### config.mk
export PLATFORM = sky130hd
export DESIGN_NAME = multicycle_controller
export DESIGN_NICKNAME = d
export VERILOG_FILES = /design/src/rtl/multicycle_controller.sv
export SDC_FILE = /design/constraint.sdc
export NUM_CORES = 1
export LEC_CHECK = 0
export CAP_MARGIN = 20
export CORE_ASPECT_RATIO = 1.75
export CORE_MARGIN = 2
export CORE_UTILIZATION = 44
export DETAILED_ROUTE_END_ITERATION = 10
export PLACE_DENSITY = 0.78
export SKIP_CTS_REPAIR_TIMING = 1
export SLEW_MARGIN = 20
export SYNTH_ARGS = -nofsm -noshare
export SYNTH_HDL_FRONTEND = slang
export SYNTH_SLANG_ARGS = --single-unit
export TNS_END_PERCENT = 20
### constraint.sdc
create_clock -name clk -period 1.8 [get_ports clk]
set_input_delay 0.36 -clock clk [delete_from_list [all_inputs] [get_ports clk]]
set_output_delay 0.36 -clock clk [all_outputs]
set_load 0.1 [all_outputs]
### src/rtl/multicycle_controller.sv
// multicycle_controller: Moore FSM plus ALU/immediate decoders driving the multi-cycle RV32I datapath
`timescale 1ns/1ps
module multicycle_controller #(
    parameter bit          ENABLE_BNE  = 1'b1,
    parameter bit          ENABLE_LUI  = 1'b1,
    parameter int unsigned COUNT_WIDTH = 32
) (
    input  logic                   clk,
    input  logic                   rst,
    input  logic [6:0]             op,
    input  logic [2:0]             funct3,
    input  logic                   funct7_5,
    input  logic                   zero,
    input  logic                   mem_ready,
    output logic                   mem_req,
    output logic                   adr_src,
    output logic                   mem_write,
    output logic                   ir_write,
    output logic                   pc_write,
    output logic                   reg_write,
    output logic [1:0]             result_src,
    output logic [1:0]             alu_src_a,
    output logic [1:0]             alu_src_b,
    output logic [2:0]             imm_src,
    output logic [2:0]             alu_control,
    output logic                   illegal,
    output logic [COUNT_WIDTH-1:0] instret
);
    localparam logic [6:0] OP_LOAD = 7'b0000011;
    localparam logic [6:0] OP_STORE = 7'b0100011;
    localparam logic [6:0] OP_R = 7'b0110011;
    localparam logic [6:0] OP_I = 7'b0010011;
    localparam logic [6:0] OP_BRANCH = 7'b1100011;
    localparam logic [6:0] OP_JAL = 7'b1101111;
    localparam logic [6:0] OP_LUI = 7'b0110111;

    typedef enum logic [3:0] {
        FETCH, DECODE, MEMADR, MEMREAD, MEMWB, MEMWRITE, EXECR,
        EXECI, ALUWB, BRANCH, JAL, LUI, HALT
    } state_t;

    state_t state, next;
    logic [2:0] f3_alu;
    logic f3_ok, br_ok, br_take, retire;
    logic req_s, mw_s, ir_s, pc_s, rw_s;

    // funct3 to ALU operation for register and immediate arithmetic
    always_comb begin
        f3_ok = 1'b1;
        case (funct3)
            3'b000: f3_alu = (op[5] & funct7_5) ? 3'b001 : 3'b000;
            3'b100: f3_alu = 3'b100;
            3'b110: f3_alu = 3'b011;
            3'b111: f3_alu = 3'b010;
            3'b010: f3_alu = 3'b101;
            default: begin
                f3_alu = 3'b000;
                f3_ok = 1'b0;
            end
        endcase
    end

    assign br_ok = (funct3 == 3'b000) || (ENABLE_BNE && funct3 == 3'b001);
    assign br_take = (funct3 == 3'b000) ? zero : ~zero;

    assign imm_src = (op == OP_LOAD || op == OP_I) ? 3'b000 :
                     (op == OP_STORE)              ? 3'b001 :
                     (op == OP_BRANCH)             ? 3'b010 :
                     (op == OP_JAL)                ? 3'b011 :
                     (op == OP_LUI)                ? 3'b100 : 3'b000;

    // next state, retirement and per-state mux/strobe decode
    always_comb begin
        next = state;
        retire = 1'b0;
        req_s = 1'b0;
        adr_src = 1'b0;
        mw_s = 1'b0;
        ir_s = 1'b0;
        pc_s = 1'b0;
        rw_s = 1'b0;
        result_src = 2'b00;
        alu_src_a = 2'b00;
        alu_src_b = 2'b00;
        alu_control = 3'b000;
        case (state)
            FETCH: begin
                req_s = 1'b1;
                alu_src_b = 2'b10;
                result_src = 2'b10;
                ir_s = mem_ready;
                pc_s = mem_ready;
                next = mem_ready ? DECODE : FETCH;
            end
            DECODE: begin
                alu_src_a = 2'b01;
                alu_src_b = 2'b01;
                next = (op == OP_LOAD || op == OP_STORE) ? MEMADR :
                       (op == OP_R)                      ? EXECR  :
                       (op == OP_I)                      ? EXECI  :
                       (op == OP_BRANCH)                 ? BRANCH :
                       (op == OP_JAL)                    ? JAL    :
                       (ENABLE_LUI && op == OP_LUI)      ? LUI    : HALT;
            end
            MEMADR: begin
                alu_src_a = 2'b10;
                alu_src_b = 2'b01;
                next = op[5] ? MEMWRITE : MEMREAD;
            end
            MEMREAD: begin
                req_s = 1'b1;
                adr_src = 1'b1;
                next = mem_ready ? MEMWB : MEMREAD;
            end
            MEMWB: begin
                result_src = 2'b01;
                rw_s = 1'b1;
                retire = 1'b1;
                next = FETCH;
            end
            MEMWRITE: begin
                req_s = 1'b1;
                adr_src = 1'b1;
                mw_s = 1'b1;
                retire = mem_ready;
                next = mem_ready ? FETCH : MEMWRITE;
            end
            EXECR: begin
                alu_src_a = 2'b10;
                alu_control = f3_alu;
                next = f3_ok ? ALUWB : HALT;
            end
            EXECI: begin
                alu_src_a = 2'b10;
                alu_src_b = 2'b01;
                alu_control = f3_alu;
                next = f3_ok ? ALUWB : HALT;
            end
            ALUWB: begin
                rw_s = 1'b1;
                retire = 1'b1;
                next = FETCH;
            end
            BRANCH: begin
                alu_src_a = 2'b10;
                alu_control = 3'b001;
                pc_s = br_ok & br_take;
                retire = br_ok;
                next = br_ok ? FETCH : HALT;
            end
            JAL: begin
                alu_src_a = 2'b01;
                alu_src_b = 2'b10;
                pc_s = 1'b1;
                next = ALUWB;
            end
            LUI: begin
                alu_src_a = 2'b11;
                alu_src_b = 2'b01;
                next = ALUWB;
            end
            default: next = HALT;
        endcase
    end

    // strobes are held off for as long as reset is low, abandoning any access in flight
    assign mem_req = req_s & rst;
    assign mem_write = mw_s & rst;
    assign ir_write = ir_s & rst;
    assign pc_write = pc_s & rst;
    assign reg_write = rw_s & rst;
    assign illegal = (state == HALT) & rst;

    // state register and retired-instruction counter
    always_ff @(posedge clk or negedge rst) begin
        if (!rst) begin
            state <= FETCH;
            instret <= '0;
        end else begin
            state <= next;
            if (retire) instret <= instret + COUNT_WIDTH'(1);
        end
    end
endmodule

Word level (Yosys, flattened, before mapping)

Cells that the tools add are included.

Add/subtract/negate cells: 1
Equal/unequal tests: 24
Mux-type cells: 33
Bitwise logic cells: 9
Reductions and logical operators: 15

Operators by type and width:

| operator                | count |
|---|---|
| $mux W3                 | 12 |
| $pmux W4 S9             | 1 |
| $add A32 B1 Y32 const B | 1 |
| $eq A7 B6 Y1 const B    | 3 |
| $eq A4 B4 Y1 const B    | 5 |
| $eq A4 B3 Y1 const B    | 4 |
| $mux W4                 | 4 |
| $pmux W3 S5             | 1 |
| $eq A7 B7 Y1 const B    | 2 |
| $reduce_or A2 Y1        | 6 |
| $eq A3 B3 Y1 const B    | 3 |
| $mux W1                 | 9 |
| $and A1 B1 Y1           | 8 |
| $eq A4 B2 Y1 const B    | 2 |
| $pmux W2 S2             | 2 |
| $reduce_or A4 Y1        | 2 |
| $eq A7 B2 Y1 const B    | 1 |
| $eq A7 B5 Y1 const B    | 1 |
| $pmux W1 S3             | 2 |
| $pmux W2 S3             | 1 |
| $pmux W3 S2             | 1 |
| $reduce_or A5 Y1        | 1 |
| $eq A4 B1 Y1 const B    | 1 |
| $logic_not A4 Y1        | 1 |
| other kinds (6)         | 8 |

Register bits after elaboration: 36
Bits of input ports: 15
Output and inout bits: 51

Logic depth before layout (Yosys ltp)

Word-level depth: 8
Depth in mapped cells: 7

Least setup slack after synthesis

No wires, ideal clock.

Path kind: reg-to-output
From: register state[2]
To: output port result_src[0]
Data arrival time: 4.145 ns
Required time: 1.440 ns
Slack: -2.705 ns
Stages on the path, launching flop included: 5
Path buffers: 3
Cell sequence: dfrtp_1 > buf_6 > clkbuf_1 > clkbuf_1 > nor4b_1

Longest elaborated chain between the ends: 2
Elaborated cells between the ends (all ways): 3
Classes of those cells: eq/ne (1); mux (1); reduce/logical (1)

RTL lines:

| element                                          | RTL line | source |
|---|---|---|
| from (decl)                                      | 42       | `state_t state, next;` |
| from (signal assigned)                           | 180      | `state <= next;` |
| $eq A4 B3 Y1 or $logic_not A4 Y1 (tied branches) | 86       | `case (state)` |
| $pmux W2 S2 (*)                                  | 86       |  |
| to (decl)                                        | 21       | `output logic [1:0] result_src,` |

Mark *: on every way between the ends. The rest lies on a longest branch, timed or not.

Final worst setup path

From: register state[1]
To: output port pc_write

Longest elaborated chain between the ends: 3
Elaborated cells between the ends (all ways): 5
Classes of those cells: eq/ne (2); mux (1); bitwise (1); reduce/logical (1)

RTL lines:

| element                                          | RTL line | source |
|---|---|---|
| $eq A4 B4 Y1 or $logic_not A4 Y1 (tied branches) | 86       |  |
| $pmux W1 S3 (*)                                  | 86       |  |
| $and A1 B1 Y1 (*)                                | 170      | `assign pc_write = pc_s & rst;` |
| to (decl)                                        | 19       | `output logic pc_write,` |

Marks and branches as above.

==> results.json <==
{
  "hold_viol": 0,
  "critPathMaxStageDelay_ps": 550,
  "required_ps": 1440,
  "cp_max_fo": 2,
  "fin_util": 0.851,
  "drtIter0Drc": 184,
  "postSynthCellCount": 263,
  "syn2layout_area_growth_pct": 88.0,
  "syn_area_mm2": 0.00249,
  "cts_made_buffers": 5,
  "syn_nets": 279,
  "ir_worst_vdd_mv": 1.67,
  "clockBufferDepth": 2,
  "clkTransAtPathRegs_ps": 80,
  "pre_cts_ws_ps": -673,
  "gp_congestion": 0.976,
  "firstDrtPassIters": 4,
  "finalSetupViolations": 49,
  "layout-drive-gt1-share": 0.509,
  "crit_type": "reg2out",
  "critPathTopFamily": "simple AND/OR/NAND/NOR gates",
  "layout_min_cycle_time_ps": 2290,
  "grtUsageTotal": 0.272,
  "grt_overflow": 0,
  "row_count": 36,
  "crit_slowest_cell": "or4_4",
  "drt_wl_total_mm": 9.71,
  "crit_chain": "nand2b_4 -> or4_4 -> o31ai_4 -> and4b_4 -> buf_12",
  "postLayoutSetupSlackWorst_ps": -488,
  "whs_ps": 247,
  "yosysSeqAreaShare": 0.362,
  "n_antenna_cell": 0,
  "leakagePower_nw": 1.81,
  "skew_ps": 11.4,
  "root_buffer": "clkbuf_8",
  "synth_area_per_cell_um2": 9.46,
  "synth_edf_count": 0,
  "portBuffers": 65,
  "core_region_area_mm2": 0.00550,
  "dp_hpwl_mm": 6.08,
  "arrival_ps": 1930,
  "drc": 0,
  "io_pins": 66,
  "insertion_delay_ps": 310,
  "fin_total_pwr_mw": 6.14,
  "synth-warning-count": 0,
  "h-tree-depth": 2,
  "powerDensity_mw_per_mm2": 1310,
  "clock-sinks": 36,
  "synth_cell_types": 51,
  "end_kind": "output port",
  "fin_tns_setup_ps": -8550,
  "slew_violations": 0,
  "die_y_um": 103,
  "path_buf_inv": 1,
  "grt_pass1_wl_mm": 12.8,
  "status": "finished with violations",
  "cts_tree": "yes",
  "die_area_mm2": 0.00629,
  "finalCritPeriodShare": 1.27,
  "drv_cap": 0,
  "fmax_ghz": 0.437,
  "violations": "negative setup slack",
  "synth_ff_type": "dfrtp_1",
  "synth-seq-cells": 36,
  "vias": 2806,
  "hp-class": "in2async",
  "viasPerCell": 6.19,
  "synth_top_cells_by_area": "dfrtp_1 (36%), xor2_1 (9.5%), nor4_2 (6.0%)",
  "worst_pin_slew_ps": 482,
  "rsz0062_at_grt": "true",
  "start_util": 0.453,
  "fin_nets": 392,
  "slew_headroom": 0.670,
  "critPathLaunchType": "register",
  "async_flop_share": 1.00,
  "grt_max_degree": 37,
  "wire_per_inst_um": 21.4,
  "antenna_found_initial": 0,
  "final_antenna_net_count": 0,
  "grt_pass1_vias": 2698,
  "netlist.top_cell.by_area": "dfrtp_1",
  "yosysTopAreaCellShare": 0.362,
  "die_x_um": 60.8
}
## layer usage
layer  global-route usage  wire [um]  up-vias
li1                     -          -     1198
met1                0.271       3030     1366
met2                0.515       5530      181
met3               0.0398        488       61
met4                0.145        657        0
met5                    0          0        -
## area by class of cell
cell class,instances,area (um^2)
Clock inverter,1,5.00
Sequential cell,36,912
Tap cell,76,95.1
Multi-Input combinational cell,202,1850
Timing Repair Buffer,125,1710
Clock buffer,7,76.3
Inverter,6,30.0
Fill cell,278,818
## cell usage in the layout (no fill, tap or decap), types with 11 or more instances in the layout
| cell type | count |
|---|---|
| dfrtp_1 | 27 |
| nor4_2 | 11 |
| nand4_1 | 16 |
| buf_4 | 50 |
| buf_12 | 54 |
| nand3_1 | 12 |
| nand2_1 | 16 |
| xor2_1 | 27 |
## cell usage after synthesis (2+ instances only)
library cell / count
a2111oi_0: 2
a211oi_1: 2
a21oi_1: 8
and2_1: 4
and3_1: 4
and4_1: 10
buf_1: 4
buf_2: 2
buf_6: 4
clkbuf_1: 8
dfrtp_1: 36
inv_1: 5
nand2_1: 18
nand2b_1: 5
nand3_1: 13
nand3b_1: 3
nand4_1: 16
nor2_1: 15
nor3_1: 13
nor3b_1: 2
nor4_1: 5
nor4_2: 12
nor4b_1: 5
o21ai_0: 3
o311ai_0: 2
o32ai_1: 2
xnor2_1: 10
xor2_1: 27
## logic make-up after synthesis
logic type      Yosys count  synth area share
simple gates            135             0.360
compound gates           26            0.0719
mux                       2           0.00855
buf+inv                  25            0.0553
xor+xnor                 38             0.137
fa+ha+maj                 1           0.00503
flops                    36             0.362
## flip-flops by register name (all words and copies together) (netlist names)
signal / flops
instret: 32
state: 4
## path summary, 6_finish.rpt
path | start | endpoint | slack (ps) | cells after the start
setup / recovery | state[1] | pc_write | -490 | 5
hold / removal | rst | instret[0] | 250 | 2
setup reg to reg | state[1] | instret[28] | -250 | 7
hold reg to reg | instret[9] | instret[9] | 520 | 1
max in group asynchronous | rst | instret[8] | 1190 | 2
min in group clk | instret[9] | instret[9] | 520 | 1
## worst reg2reg max path: stages (launching register included)
cell,delay (ps)
dfrtp_1,410
buf_4,150
buf_12,140
buf_6,130
o311a_4,370
clkbuf_16,190
nor4_2,350
xor2_1,210
## per-stage QoR
stage | cells | area, um^2
2_1_floorplan | 263 | 2790
3_3_place_gp | 433 | 4220
3_5_place_dp | 433 | 4220
4_1_cts | 441 | 4300
5_1_grt | 453 | 4680
6_report | 453 | 4680
## report_power, final
group / internal, mW / switching, mW / leakage [nW]
clock: 0.272 / 0.313 / 0.0422
combinational: 1.71 / 2.75 / 1.40
sequential: 0.927 / 0.173 / 0.374
Power figures use the tool's default switching activity.
